File: config.mk
export PLATFORM = sky130hd
export DESIGN_NAME = hex_count_ctrl
export DESIGN_NICKNAME = d
export VERILOG_FILES = /design/src/rtl/hex_count_ctrl_pkg.sv /design/src/rtl/hex_count_ctrl_btn_debounce.sv /design/src/rtl/hex_count_ctrl.sv
export SDC_FILE = /design/constraint.sdc
export NUM_CORES = 1
export LEC_CHECK = 0
export ABC_CLOCK_PERIOD_IN_PS = 2290
export CORE_ASPECT_RATIO = 1.25
export CORE_MARGIN = 10
export CORE_UTILIZATION = 46
export DETAILED_ROUTE_END_ITERATION = 7
export PLACE_DENSITY = 0.7
export REMOVE_ABC_BUFFERS = 1
export SLEW_MARGIN = 20
export SYNTH_ARGS = -nofsm -noshare
export SYNTH_HDL_FRONTEND = slang
export SYNTH_SLANG_ARGS = --single-unit
File: constraint.sdc
create_clock -name CLK -period 2.29 [get_ports CLK]
set_input_delay 0.458 -clock CLK [delete_from_list [all_inputs] [get_ports CLK]]
set_output_delay 0.458 -clock CLK [all_outputs]
set_load 0.03 [all_outputs]
File: src/rtl/hex_count_ctrl_pkg.sv
// Shared run-state type, timing defaults and count arithmetic for the hex counter controller.
package hex_count_ctrl_pkg;

   typedef enum logic {
      PAUSED   = 1'b0,
      COUNTING = 1'b1
   } run_state_e;

   localparam int CLK_HZ             = 16000000;
   localparam int DEB_MS             = 10;
   localparam int VALUE_W            = 16;
   localparam int DEB_CYCLES_DEFAULT = (CLK_HZ / 1000) * DEB_MS;

   // Modulo-2^VALUE_W step; wraps naturally in both directions.
   function automatic logic [VALUE_W-1:0] step_value(input logic [VALUE_W-1:0] value,
                                                     input logic               down);
      return down ? value - VALUE_W'(1) : value + VALUE_W'(1);
   endfunction

endpackage

File: src/rtl/hex_count_ctrl_btn_debounce.sv
// Two-flop synchroniser plus stable-count debouncer; emits a one-cycle pulse on each accepted press.
module btn_debounce
   import hex_count_ctrl_pkg::*;
#(
   parameter int DEB_CYCLES = DEB_CYCLES_DEFAULT
) (
   input  logic CLK,
   input  logic RST,
   input  logic raw_in,
   output logic level_out,
   output logic press_out
);

   localparam int            CW      = $clog2(DEB_CYCLES + 1);
   localparam logic [CW-1:0] CNT_MAX = CW'(DEB_CYCLES);

   logic          meta_q, meta_d;
   logic          sync_q, sync_d;
   logic          level_q, level_d;
   logic          press_q, press_d;
   logic [CW-1:0] cnt_q, cnt_d;

   // The counter only runs while the synchronised level disagrees with the accepted one.
   always_comb begin
      meta_d  = raw_in;
      sync_d  = meta_q;
      level_d = level_q;
      press_d = 1'b0;
      cnt_d   = '0;
      if (sync_q != level_q) begin
         if (cnt_q == CNT_MAX) begin
            level_d = sync_q;
            press_d = sync_q;
         end else begin
            cnt_d = cnt_q + CW'(1);
         end
      end
   end

   always_ff @(posedge CLK) begin
      if (RST) begin
         meta_q  <= 1'b0;
         sync_q  <= 1'b0;
         level_q <= 1'b0;
         press_q <= 1'b0;
         cnt_q   <= '0;
      end else begin
         meta_q  <= meta_d;
         sync_q  <= sync_d;
         level_q <= level_d;
         press_q <= press_d;
         cnt_q   <= cnt_d;
      end
   end

   assign level_out = level_q;
   assign press_out = press_q;

endmodule

File: src/rtl/hex_count_ctrl.sv
// Prescaled 16-bit up/down counter with debounced run/pause and clear buttons, feeding the display stage.
module hex_count_ctrl
   import hex_count_ctrl_pkg::*;
#(
   parameter int                 TICK_DIV   = CLK_HZ,
   parameter int                 DEB_CYCLES = DEB_CYCLES_DEFAULT,
   parameter logic [VALUE_W-1:0] INIT_VALUE = 16'h0000
) (
   input  logic               CLK,
   input  logic               RST,
   input  logic               BTN_RUN,
   input  logic               BTN_CLR,
   input  logic               DIR,
   output logic [VALUE_W-1:0] VALUE,
   output logic               TICK,
   output logic               RUNNING
);

   localparam int            PW        = $clog2(TICK_DIV);
   localparam logic [PW-1:0] PRESC_MAX = PW'(TICK_DIV - 1);

   logic               run_press, clr_press;
   logic               unused_run_level, unused_clr_level;
   logic               dir_meta_q, dir_meta_d;
   logic               dir_sync_q, dir_sync_d;
   run_state_e         state_q, state_d;
   logic [PW-1:0]      presc_q, presc_d;
   logic [VALUE_W-1:0] value_q, value_d;
   logic               tick_q, tick_d;
   logic               step;

   btn_debounce #(.DEB_CYCLES(DEB_CYCLES)) u_run_btn (
      .CLK       (CLK),
      .RST       (RST),
      .raw_in    (BTN_RUN),
      .level_out (unused_run_level),
      .press_out (run_press)
   );

   btn_debounce #(.DEB_CYCLES(DEB_CYCLES)) u_clr_btn (
      .CLK       (CLK),
      .RST       (RST),
      .raw_in    (BTN_CLR),
      .level_out (unused_clr_level),
      .press_out (clr_press)
   );

   // Clear is applied last so it overrides a coinciding step and suppresses its tick.
   always_comb begin
      dir_meta_d = DIR;
      dir_sync_d = dir_meta_q;
      step       = (state_q == COUNTING) && (presc_q == PRESC_MAX);
      state_d    = state_q;
      presc_d    = presc_q;
      value_d    = value_q;
      tick_d     = 1'b0;
      if (run_press) begin
         state_d = (state_q == COUNTING) ? PAUSED : COUNTING;
      end
      if (state_q == COUNTING) begin
         presc_d = step ? '0 : presc_q + PW'(1);
      end
      if (step) begin
         value_d = step_value(value_q, dir_sync_q);
         tick_d  = 1'b1;
      end
      if (clr_press) begin
         value_d = INIT_VALUE;
         presc_d = '0;
         tick_d  = 1'b0;
      end
   end

   always_ff @(posedge CLK) begin
      if (RST) begin
         dir_meta_q <= 1'b0;
         dir_sync_q <= 1'b0;
         state_q    <= PAUSED;
         presc_q    <= '0;
         value_q    <= INIT_VALUE;
         tick_q     <= 1'b0;
      end else begin
         dir_meta_q <= dir_meta_d;
         dir_sync_q <= dir_sync_d;
         state_q    <= state_d;
         presc_q    <= presc_d;
         value_q    <= value_d;
         tick_q     <= tick_d;
      end
   end

   assign VALUE   = value_q;
   assign TICK    = tick_q;
   assign RUNNING = (state_q == COUNTING);

endmodule

# Word-level counts from Yosys, hierarchy flattened
# Cells that the tools add are included.
[op_classes]
addsub = 5
eq_ne = 5
muxes = 4
n_bitwise = 4
reduce_logical = 8
[ops]
columns = ["operator", "count"]
rows = [
  ["18-bit by 1-bit adder with 18-bit output, second input constant", 2],
  ["18-bit equality test, second input constant", 2],
  ["24-bit by 1-bit adder with 24-bit output, second input constant", 1],
  ["24-bit equality test, second input constant", 1],
  ["24-bit two-way mux", 1],
  ["16-bit by 1-bit adder with 16-bit output, second input constant", 1],
  ["16-bit two-way mux", 1],
  ["16-bit by 1-bit subtractor with 16-bit output, second input constant", 1],
  ["3-bit OR reduction", 4],
  ["1-bit inverter", 4],
  ["2-bit AND reduction", 2],
  ["1-bit two-way mux", 2],
  ["1-bit != test", 2],
  ["2-bit OR reduction", 1],
  ["1-bit logical AND", 1],
]
[totals]
regBits = 88
in_bits = 5
output_inout_bits = 18
wordCells = 42

# Logic depth before layout (Yosys ltp)
[logic_depth]
ltp_word = 3
mapped_depth = 10
mapped_depth_nobuf = 8

# Cells and area by module
# A second synthesis with hierarchy kept.
[unflattened]
hier_cells = 519
hier_area_um2 = 4484.3
[by_module_without_submodules]
columns = ["mod", "instances", "cells_each", "area_per_inst_um2", "seq_area_each_um2"]
rows = [
  ["hex_count_ctrl", 1, 295, 2444.8, 880.8],
  ["btn_debounce", 2, 112, 1019.7, 440.4],
]

# Least setup slack after synthesis
# No wires, ideal clock.
[synth_timing]
path_kind = "reg2reg"
start = "register dir_sync_q"
end = "register value_q[15], in the netlist VALUE[15]"
setup_ps = 63
t_arrival_ps = 2250
t_required_ps = 2227
setup_slack_ps = -23
path_stages_with_launch = 8
path_buffers = 0
synth_period_minus_slack_ps = 2313
path_cell_list = "dfxtp_1 > ha_1 > a211oi_1 > o21ai_0 > o2111ai_1 > a211oi_1 > or4_1 > nand3_1"
[synth_via]
elab_chain_cells = 1
[synth_rtl]
columns = ["item", "line_no", "source"]
rows = [
  ["start: declaration", "hex_count_ctrl.sv:25", "logic dir_sync_q, dir_sync_d;"],
  ["start signal: assignment", "hex_count_ctrl.sv:84", "dir_sync_q <= dir_sync_d;"],
  ["16-bit two-way mux", "hex_count_ctrl_pkg.sv:17", "return down ? value - VALUE_W'(1) : value + VALUE_W'(1);"],
  ["end signal: assignment", "hex_count_ctrl.sv:87", "value_q <= value_d;"],
  ["end: declaration", "hex_count_ctrl.sv:28", "logic [VALUE_W-1:0] value_q, value_d;"],
]
# Every way passes these cells.
# A chain may end at the register's enable or synchronous reset.

# Worst setup path in the final report
[layout_timing]
start = "register dir_sync_q"
end = "register value_q[14], in the netlist VALUE[14]"
# The elaborated chain is that of the path after synthesis.

==> results.py <==
metrics = {
    "sta": {
        "rsz0062_at_grt": "true",
        "clock_skew_ns": 0.00629,
        "drv_slew": 0,
        "relSlewSlack": 0.603,
        "hold_slack_ns": 0.442,
        "period_needed_ns": 2.15,
        "hold_viol_final": 0,
        "worst_pin_slew_ns": 0.596,
        "fin_crit_sh": 0.937,
        "fin_tns_setup_ns": 0,
        "setup_viol_count_final": 0,
        "setup_ws_ns": 0.144,
        "max_freq_ghz": 0.466,
    },
    "pwr": {
        "cellLeakagePower_nw": 1.90,
        "pwr-share-clk": 0.475,
        "powerDensity_nw_per_um2": 617,
        "switching_share": 0.202,
        "p_seq_frac": 0.497,
        "power_frac_comb": 0.027,
        "p_switching_mw": 0.626,
        "p_int_mw": 2.47,
        "ir_worst_vdd_mv": 0.368,
    },
    "worst_setup_path": {
        "crit_family": "compound AO/OA/AOI/OAI gates",
        "crit_slowest_cell": "dfxtp_2",
        "r2r_slack_ns": 0.14,
        "cpMostUsedCell": "o211ai_1",
        "crit_arrival_ns": 2.37,
        "critPathLaunchType": "flip-flop",
        "crit_required_ns": 2.52,
        "critical_path_class": "reg2reg",
        "timing.rr.start": "dir_sync_q",
        "end_kind": "flip-flop",
        "worstPathMaxFanout": 14,
        "cp.buffers_inverters": 1,
        "cp_cell_sequence": "buf_12 -> ha_1 -> o211ai_1 -> o211ai_1 -> nand2_1 -> o31ai_1 -> xor2_1 -> a22o_1",
        "ff2ff_path_depth": 8,
        "slowest_delay_ns": 0.37,
        "reg2reg_to": "VALUE[14]",
    },
    "layout": {
        "final_nets": 555,
        "final_cell_mix": "nor2_1, dfxtp_1, nand2_1",
        "area_growth_syn_to_layout_pct": 16.9,
        "num_antenna_cells": 0,
        "fin_util": 0.550,
        "final_cell_area_um2": 5020,
        "final_common_cell": "nor2_1",
        "drive_gt1_frac": 0.0674,
    },
    "clock_network": {
        "clock_sinks": 88,
        "clk_latency_ns": 0.34,
        "cts_buffer_depth": 2,
        "path_clk_slew_ns": 0.06,
        "numCtsBuffers": 9,
        "root_buffer": "clkbuf_16",
        "ctsHoldBuffers": 0,
        "htree_num_levels": 3,
        "cts_tree": "done",
    },
    "synth": {
        "synth-main-ff-cell": "dfxtp_1",
        "yosysSeqAreaShare": 0.410,
        "ys_warn_count": 0,
        "async_flop_share": 0,
        "synth_area_um2": 4300,
        "ys_ff_latch": 88,
        "syn_avg_cell_area_um2": 8.61,
        "synth_cell_types": 46,
        "synth_enable_flop_cells": 0,
        "synthCells": 499,
    },
    "floorplanning": {
        "ios": 23,
        "num_rows": 39,
        "die_area_um2": 13600,
        "dieHeight_um": 128,
        "dieWidth_um": 106,
        "initial_core_util": 0.471,
        "coreArea_um2": 9130,
    },
    "grt": {
        "grt_pass1_vias": 3290,
        "grtUsageMet1": 0.147,
        "grt_usage": 0.126,
        "grt_max_degree": 21,
        "grt.busiest_layer": "met2",
        "grt_antenna_before_repair": 0,
        "grt_overflow": 0,
        "grt_use_met3": 0.0272,
        "grtUsageMet2": 0.209,
        "grt_pass1_wl_um": 14400,
    },
    "detailed_routing": {
        "ant_nets": 0,
        "vias": 3442,
        "vias_per_cell": 5.24,
        "wl_per_cell_um": 12.4,
        "drc_errors": 0,
        "firstDrtPassIters": 4,
        "drtIter0Drc": 131,
        "drt_wl_total_um": 8180,
    },
    "placed_design": {
        "portBuffers": 22,
        "hpwl_um": 6010,
        "place_ws_ns": 0.112,
        "gp_congestion": 0.957,
        "place_area_um2": 4720,
    },
    "worst_hold_path": {
        "holdPathStages": 1,
        "whs_endpoint": "u_run_btn.sync_q",
        "hold_class": "reg2reg",
        "hp-start": "u_run_btn.meta_q",
    },
    "status": {
        "status": "completed",
    },
    "job": {
        "cap_violations": 0,
    },
}
## Yosys cell counts, types with 5 or more instances
library cell | count | share of area
xnor2_1 | 29 | 0.059
dfxtp_1 | 88 | 0.41
o21ai_0 | 10 | 0.012
nor3_1 | 12 | 0.014
a21oi_1 | 22 | 0.026
nand3_1 | 23 | 0.027
nor2b_1 | 6 | 0.0087
and3_1 | 14 | 0.020
ha_1 | 19 | 0.055
mux2i_1 | 8 | 0.019
xor2_1 | 37 | 0.075
nand2_1 | 38 | 0.033
nor2_1 | 91 | 0.080
clkbuf_1 | 9 | 0.0079
and4_1 | 5 | 0.010
or3_1 | 6 | 0.0087
nand4_1 | 8 | 0.012
buf_2 | 8 | 0.0093
inv_1 | 11 | 0.0096
## final cells by class
| type | instances | area (um2) |
|---|---|---|
| clock buffer | 13 | 260 |
| clock inverter | 2 | 38.8 |
| fill | 835 | 4100 |
| inverter | 11 | 41.3 |
| multi-input combinational | 383 | 2420 |
| sequential | 88 | 1760 |
| tap | 123 | 154 |
| timing repair buffer | 37 | 345 |
## how the worst max path moves through the flow
| stage | cells past startpoint | slack (ns) | startpoint | end |
|---|---|---|---|---|
| 2_1_floorplan | 7 | -0.02 | dir_sync_q | VALUE[15] |
| 3_3_place_gp | 8 | 0.17 | dir_sync_q | VALUE[14] |
| 3_5_place_dp | 7 | 0.11 | dir_sync_q | VALUE[15] |
| 4_1_cts | 7 | 0.1 | dir_sync_q | VALUE[15] |
| 5_1_grt | 8 | -0.02 | dir_sync_q | VALUE[13] |
| 6_report | 8 | 0.14 | dir_sync_q | VALUE[14] |
## routing by layer
layer	share of wire	up-vias
met4	0.028	0
met1	0.45	1580
met5	0	-
li1	-	1790
met3	0.037	20
met2	0.48	52
## sequential cells by signal, indices dropped and copies added, names as in the netlist, 16 cells and up
| name | cells |
|---|---|
| u_run_btn.cnt_q | 18 |
| u_clr_btn.cnt_q | 18 |
| presc_q | 24 |
| VALUE | 16 |
## per-stage QoR
step | std cells | power, mW
floorplan | 482 | 1.62
finish | 657 | 3.10
global route | 657 | 3.20
detailed placement | 642 | 1.66
CTS | 657 | 3.14
global placement | 642 | 1.66
## power by group through the flow
stage                     Combinational (mW)  Sequential (mW)  Clock [mW]
after floorplan                       0.0472             1.58           0
after global placement                0.0834             1.58           0
after detailed placement              0.0851             1.58           0
after CTS                             0.0855             1.54        1.51
after global routing                  0.0945             1.54        1.56
final                                 0.0850             1.54        1.47
## what timing repair did
action | CTS | global route
hold endpoints to repair | 0 | 0
gates resized for setup | 0 | 1
setup buffers | 0 | 0
endpoints found under the setup margin | 0 | 3
## cells by family (layout without fill, tap and decap cells)
kind of cell             Yosys count  in the layout  synth area share
multiplexers                       8              8            0.0186
XOR/XNOR                          66             66             0.135
flip-flops                        88             88             0.410
AND/OR/NAND/NOR                  228            228             0.259
AO/OA/AOI/OAI                     61             61            0.0912
adder cells (fa/ha/maj)           20             20            0.0600
buffers and inverters             28             63            0.0268
No activity file was read; power rests on OpenSTA's default activity.
